$ cat config.mk
export PLATFORM = sky130hd
export DESIGN_NAME = bcd_time_core
export DESIGN_NICKNAME = d
export VERILOG_FILES = /design/src/rtl/clock_pkg.sv /design/src/rtl/edge_sync.sv /design/src/rtl/bcd_time_core.sv
export SDC_FILE = /design/constraint.sdc
export NUM_CORES = 1
export LEC_CHECK = 0
export ABC_AREA = 1
export CAP_MARGIN = 20
export CORE_MARGIN = 1.5
export CORE_UTILIZATION = 45
export CTS_CLUSTER_SIZE = 40
export DETAILED_ROUTE_END_ITERATION = 8
export DONT_BUFFER_PORTS = 1
export SETUP_SLACK_MARGIN = 0.02
export SYNTH_ARGS = -nofsm -noshare
export SYNTH_HDL_FRONTEND = slang
export SYNTH_SLANG_ARGS = --single-unit
$ cat constraint.sdc
create_clock -name CLOCK_50 -period 1.8 [get_ports CLOCK_50]
set_input_delay 0.36 -clock CLOCK_50 [delete_from_list [all_inputs] [get_ports CLOCK_50]]
set_output_delay 0.36 -clock CLOCK_50 [all_outputs]
set_load 0.1 [all_outputs]
$ cat src/rtl/clock_pkg.sv
// Shared BCD limits, digit-select encoding and time record for the clock and alarm blocks.
package clock_pkg;

    localparam logic [2:0] SEC_T_MAX    = 3'd5;
    localparam logic [2:0] MIN_T_MAX    = 3'd5;
    localparam logic [1:0] HR_T_MAX     = 2'd2;
    localparam logic [3:0] HR_U_MAX_AT2 = 4'd3;
    localparam logic [3:0] UNIT_MAX     = 4'd9;

    localparam logic [1:0] SEL_MIN_U = 2'd0;
    localparam logic [1:0] SEL_MIN_T = 2'd1;
    localparam logic [1:0] SEL_HR_U  = 2'd2;
    localparam logic [1:0] SEL_HR_T  = 2'd3;

    typedef struct packed {
        logic [1:0] hr_t;
        logic [3:0] hr_u;
        logic [2:0] min_t;
        logic [3:0] min_u;
        logic [2:0] sec_t;
        logic [3:0] sec_u;
    } bcd_time_t;

    // Hour units stop at 3 in the twenties (20..23), otherwise at 9.
    function automatic logic [3:0] hr_u_max(input logic [1:0] hr_t);
        return (hr_t == HR_T_MAX) ? HR_U_MAX_AT2 : UNIT_MAX;
    endfunction

    function automatic logic [3:0] sel_onehot(input logic [1:0] sel);
        return 4'b0001 << sel;
    endfunction

endpackage

$ cat src/rtl/edge_sync.sv
// Multi-flop synchroniser for level inputs, with rising/falling edge pulses on the synchronised level.
module edge_sync #(
    parameter int STAGES = 2,   // must be at least 2
    parameter int WIDTH  = 1
) (
    input  logic             clk,
    input  logic             rst_n,
    input  logic [WIDTH-1:0] d_i,
    output logic [WIDTH-1:0] level_o,
    output logic [WIDTH-1:0] rise_o,
    output logic [WIDTH-1:0] fall_o
);

    logic [STAGES-1:0][WIDTH-1:0] sync_q;
    logic [WIDTH-1:0]             prev_q;

    always_ff @(posedge clk or negedge rst_n) begin
        if (!rst_n) begin
            sync_q <= '0;
            prev_q <= '0;
        end else begin
            sync_q <= {sync_q[STAGES-2:0], d_i};
            prev_q <= sync_q[STAGES-1];
        end
    end

    assign level_o = sync_q[STAGES-1];
    assign rise_o  = level_o & ~prev_q;
    assign fall_o  = ~level_o & prev_q;

endmodule

$ cat src/rtl/bcd_time_core.sv
// BCD hh:mm:ss timekeeper with a 1 Hz prescaler and a pushbutton digit-by-digit time-set mode.
module bcd_time_core
    import clock_pkg::*;
#(
    parameter int TICK_DIV    = 50_000_000,
    parameter int SYNC_STAGES = 2
) (
    input  logic       CLOCK_50,
    input  logic       rst_n,
    input  logic       adjust_time,
    input  logic       select_add,
    input  logic       add,
    input  logic       clr,
    output logic [6:0] second,
    output logic [6:0] minute,
    output logic [5:0] hour,
    output logic [3:0] select_one,
    output logic       tick_1hz
);

    localparam int            PW        = (TICK_DIV > 1) ? $clog2(TICK_DIV) : 1;
    localparam logic [PW-1:0] PRESC_MAX = PW'(TICK_DIV - 1);

    typedef enum logic {
        MODE_RUN,
        MODE_ADJ
    } mode_e;

    mode_e         mode_q, mode_d;
    bcd_time_t     time_q, time_d;
    logic [PW-1:0] presc_q, presc_d;
    logic [1:0]    select_q, select_d;

    logic       adj_level, adj_rise, adj_fall;
    logic [2:0] btn_level, btn_rise, btn_fall;
    logic       sel_p, add_p, clr_p, tick;
    logic       unused_sync;

    edge_sync #(.STAGES(SYNC_STAGES), .WIDTH(1)) u_adj_sync (
        .clk     (CLOCK_50),
        .rst_n   (rst_n),
        .d_i     (adjust_time),
        .level_o (adj_level),
        .rise_o  (adj_rise),
        .fall_o  (adj_fall)
    );

    edge_sync #(.STAGES(SYNC_STAGES), .WIDTH(3)) u_btn_sync (
        .clk     (CLOCK_50),
        .rst_n   (rst_n),
        .d_i     ({clr, add, select_add}),
        .level_o (btn_level),
        .rise_o  (btn_rise),
        .fall_o  (btn_fall)
    );

    assign sel_p       = btn_rise[0];
    assign add_p       = btn_rise[1];
    assign clr_p       = btn_rise[2];
    assign unused_sync = ^{adj_level, btn_level, btn_fall};

    function automatic bcd_time_t advance(input bcd_time_t t);
        bcd_time_t n;
        n = t;
        if (t.sec_u != UNIT_MAX) n.sec_u = t.sec_u + 4'd1;
        else begin
            n.sec_u = '0;
            if (t.sec_t != SEC_T_MAX) n.sec_t = t.sec_t + 3'd1;
            else begin
                n.sec_t = '0;
                if (t.min_u != UNIT_MAX) n.min_u = t.min_u + 4'd1;
                else begin
                    n.min_u = '0;
                    if (t.min_t != MIN_T_MAX) n.min_t = t.min_t + 3'd1;
                    else begin
                        n.min_t = '0;
                        if (t.hr_u != hr_u_max(t.hr_t)) n.hr_u = t.hr_u + 4'd1;
                        else begin
                            n.hr_u = '0;
                            n.hr_t = (t.hr_t == HR_T_MAX) ? 2'd0 : t.hr_t + 2'd1;
                        end
                    end
                end
            end
        end
        return n;
    endfunction

    // Digit edits never carry into a neighbouring digit.
    function automatic bcd_time_t add_digit(input bcd_time_t t, input logic [1:0] sel);
        bcd_time_t n;
        n = t;
        case (sel)
            SEL_MIN_U: n.min_u = (t.min_u == UNIT_MAX)  ? 4'd0 : t.min_u + 4'd1;
            SEL_MIN_T: n.min_t = (t.min_t == MIN_T_MAX) ? 3'd0 : t.min_t + 3'd1;
            SEL_HR_U:  n.hr_u  = (t.hr_u == hr_u_max(t.hr_t)) ? 4'd0 : t.hr_u + 4'd1;
            SEL_HR_T: begin
                n.hr_t = (t.hr_t == HR_T_MAX) ? 2'd0 : t.hr_t + 2'd1;
                if (n.hr_t == HR_T_MAX && t.hr_u > HR_U_MAX_AT2) n.hr_u = '0;
            end
        endcase
        return n;
    endfunction

    function automatic bcd_time_t clr_digit(input bcd_time_t t, input logic [1:0] sel);
        bcd_time_t n;
        n = t;
        case (sel)
            SEL_MIN_U: n.min_u = '0;
            SEL_MIN_T: n.min_t = '0;
            SEL_HR_U:  n.hr_u  = '0;
            SEL_HR_T:  n.hr_t  = '0;
        endcase
        return n;
    endfunction

    assign tick = (mode_q == MODE_RUN) && (presc_q == PRESC_MAX);

    // NOTE: every output of this block gets a default first, so no path leaves one unassigned (no latches).
    always_comb begin
        mode_d   = mode_q;
        time_d   = time_q;
        presc_d  = presc_q;
        select_d = select_q;

        case (mode_q)
            MODE_RUN: begin
                if (tick) time_d = advance(time_q);
                presc_d = (tick || adj_rise) ? '0 : presc_q + 1'b1;
                if (adj_rise) begin
                    mode_d   = MODE_ADJ;
                    select_d = SEL_MIN_U;
                end
            end
            MODE_ADJ: begin
                presc_d = '0;
                if (adj_fall) begin
                    mode_d       = MODE_RUN;
                    select_d     = SEL_MIN_U;
                    time_d.sec_t = '0;
                    time_d.sec_u = '0;
                end else begin
                    if (sel_p) select_d = select_q + 2'd1;
                    // Digit ops act on the select value held before any simultaneous select_add.
                    if (clr_p)      time_d = clr_digit(time_q, select_q);
                    else if (add_p) time_d = add_digit(time_q, select_q);
                end
            end
        endcase

        // A corrupted (non-BCD or out-of-range) group is scrubbed back to zero.
        if (time_q.sec_t > SEC_T_MAX || time_q.sec_u > UNIT_MAX) begin
            time_d.sec_t = '0;
            time_d.sec_u = '0;
        end
        if (time_q.min_t > MIN_T_MAX || time_q.min_u > UNIT_MAX) begin
            time_d.min_t = '0;
            time_d.min_u = '0;
        end
        if (time_q.hr_t > HR_T_MAX || time_q.hr_u > hr_u_max(time_q.hr_t)) begin
            time_d.hr_t = '0;
            time_d.hr_u = '0;
        end
    end

    // NOTE: state registers use non-blocking assignments so all flops update from pre-edge values.
    always_ff @(posedge CLOCK_50 or negedge rst_n) begin
        if (!rst_n) begin
            mode_q   <= MODE_RUN;
            time_q   <= '0;
            presc_q  <= '0;
            select_q <= SEL_MIN_U;
        end else begin
            mode_q   <= mode_d;
            time_q   <= time_d;
            presc_q  <= presc_d;
            select_q <= select_d;
        end
    end

    assign second     = {time_q.sec_t, time_q.sec_u};
    assign minute     = {time_q.min_t, time_q.min_u};
    assign hour       = {time_q.hr_t, time_q.hr_u};
    assign select_one = (mode_q == MODE_ADJ) ? sel_onehot(select_q) : 4'b0000;
    assign tick_1hz   = tick;

endmodule

==> reports/results.ini <==
[outcome]
status = complete, but fails checks
violations = setup timing

[timing]
slew_headroom_pct = 77.4
slew_violations = 0
final.min_clock_period_ps = 1970
finClkSkew_ps = 11.5
hold_viol_final = 0
finalSetupViolCount = 3
post-route-period-util_pct = 109
postLayoutSetupSlackWorst_ps = -170
worstMarginPinSlew_ps = 336
grt_setup_unrepaired = yes
fmax_ghz = 0.507

[routing]
ant_nets = 0
drt_iter0_drc = 160
routed-via-count = 3431
vias_per_cell = 5.17
first_pass_iters = 5
drcViolationCount = 0
postRouteWirelength_mm = 9.01
wl_per_cell_microns = 13.6

[cts]
ctsRootBufferMaster = clkbuf_8
htreeDepth = 3
cts_buffers = 9
insertion_delay_ps = 350
cts_tree = done
cts_sinks = 61
max-clock-path-buffers = 2
clkTransAtPathRegs_ps = 80

[final_layout]
synthToLayoutAreaGrowth_pct = 29.5
antenna_cells = 0
fin_util_pct = 61.0
layout.nets = 570
drive_gt1_share_pct = 32.3
final_cell_count_no_fill = 663
finish.instance_area_sq_um = 4760
nFillCells = 699

[synth]
netlist_area_sq_um = 3680
yosysTopAreaCell = dfrtp_1
async_flop_share_pct = 100
postSynthAreaPerCell_sq_um = 7.55
ys_seq_area_share_pct = 41.5
synth.area.top_cells = dfrtp_1 (42%), nand2_1 (13%), nor2_1 (6.5%), inv_1 (5.4%), nand3_1 (4.8%)
syn_inst = 487
synth_ff_type = dfrtp_1
synth_top_area_share_pct = 41.5
ys_types = 37
yosys_warnings = 0
synth_edf_count = 0
ys_ff_latch = 61
synth.most_common_cell = nand2_1
mappedNetlistNets = 501
yosys-top-cells-count = nand2_1 (125), nor2_1 (64), dfrtp_1 (61)

[floorplan]
die_area_sq_um = 8720
start_util_pct = 47.1
core_area_sq_um = 7810
rows = 32
ios = 31
die_h_microns = 93.4
fp.dieW_microns = 93.4

[worst_setup_path]
r2r-start = hour[5]
criticalPathCategory = register to output port
crit_path_end_kind = output port
crit_family = simple AND/OR/NAND/NOR gates
rrSetupSlack_ps = -30
r2r_end = hour[1]
crit_path_top_delay_cell = dfrtp_1
r2r_cells = 9
startpoint_type = register
crit_chain = inv_2, nor3_4, nand3_2, nor2_4, nand3_4, clkinvlp_4, buf_12
cp_max_fo = 2
cp_data_arrival_time_ps = 1610
max_stage_delay_ps = 370
crit_buf_inv = 3
required_ps = 1440
critPathLaunch = presc_q[25]

[placement]
gp_congestion = 0.938
placed_area_sq_um = 4230
dp_cells = 629
dp_hpwl_mm = 6.31
portBuffers = 0

[global_route]
grt_pass1_vias = 3340
antenna_found_initial = 0
grt_max_degree = 62
grt.overflow.total = 0
grt_first_pass_wirelength_mm = 15.3
grtUsageTotal_pct = 22.4

[pwr]
irDropWorstVdd_mv = 0.436
power_density_nw_per_um2 = 846
finalPower_mw = 4.03
power_leakage_nw = 2.30

[worst_hold_path]
hold_end = u_btn_sync.sync_q[1]
worstHoldStart = add
holdPathStages = 0
hold_path.class = input pin to register

[job]
max-cap-violations = 0

-- registers in the layout, indices dropped and copies added (netlist names) --
signal,flops
u_adj_sync.sync_q,1
u_btn_sync.sync_q,3
mode_q,1
second,7
minute,7
select_q,2
hour,6
u_btn_sync.prev_q,3
presc_q,26
u_adj_sync.prev_q,1
u_btn_sync.level_o,3
u_adj_sync.level_o,1
-- what timing repair did --
action	CTS	global route
hold endpoints to repair	61	0
gates cloned	0	0
resized for setup	11	44
endpoints found under the setup margin	8	32
setup buffers	7	9
hold buffers	2	0
pin swaps	8	24
-- cell type report --
class	count	area, sq um	area share [%]
Clock inverter	7	75.1	1.58
Multi-Input combinational cell	361	2060	43.3
Inverter	60	238	4.99
Tap cell	102	128	2.68
Sequential cell	61	1560	32.7
Timing Repair Buffer	63	578	12.1
Clock buffer	9	124	2.60
-- how the worst max path moves through the flow --
stage	cells after the start	endpoint
finish	7	tick_1hz
global route	8	tick_1hz
CTS	7	tick_1hz
detailed placement	12	hour[3]
global placement	12	hour[3]
floorplan	12	hour[2]
-- worst register-to-register path: stages, from the launching register on --
cell	delay [ps]
dfrtp_4	490
inv_4	70
nor2_4	30
ha_1	280
nand4_1	140
buf_4	130
nand3_1	140
nor3b_1	280
nand3_1	130
nand2_1	80
-- metal layers --
metal / vias to the layer above / GRT usage [%] / part of all wire (%)
li1: 1715 / - / -
met3: 8 / 3.98 / 4.1
met4: 0 / 8.08 / 1.1
met2: 74 / 36.2 / 48
met5: - / 0 / 0
met1: 1634 / 30.0 / 47
-- cell usage in the layout, fill, tap and decap left out, types with 12 or more instances in the layout --
cell type	netlist	routed
nor3_1	15	12
nand2_1	125	116
nand4_1	21	21
inv_1	53	41
nor2_1	64	57
nand2_2	9	13
dfrtp_2	0	19
dfrtp_1	61	40
buf_4	1	53
inv_2	7	15
nand3_1	35	32
-- kinds of logic after synthesis --
logic type	count (synthesis)	share of synthesized area, %
AOI/OAI and AO/OA	36	5.48
xor gates and xnor gates	12	2.86
adders and majority gates	8	2.72
buffers and inverters	65	7.11
DFF	61	41.5
and+or+nand+nor	305	40.3
-- through the flow --
| step | hold slack (ps) | setup TNS (ps) | worst slack, ps |
|---|---|---|---|
| floorplan | 64.4 | -592 | -102 |
| finish | 32.9 | -217 | -170 |
| detailed placement | 66.2 | 0 | 11.0 |
| CTS | 19.1 | -215 | -215 |
| global route | 11.2 | -1530 | -260 |
| global placement | 66.7 | 0 | 78.4 |
-- power breakdown --
group / leakage (nW) / internal, mW / switching (mW)
Clock: 0.104 / 0.646 / 0.606
Combinational: 1.42 / 0.316 / 0.868
Sequential: 0.780 / 1.47 / 0.122
Power figures use the tool's default switching activity.
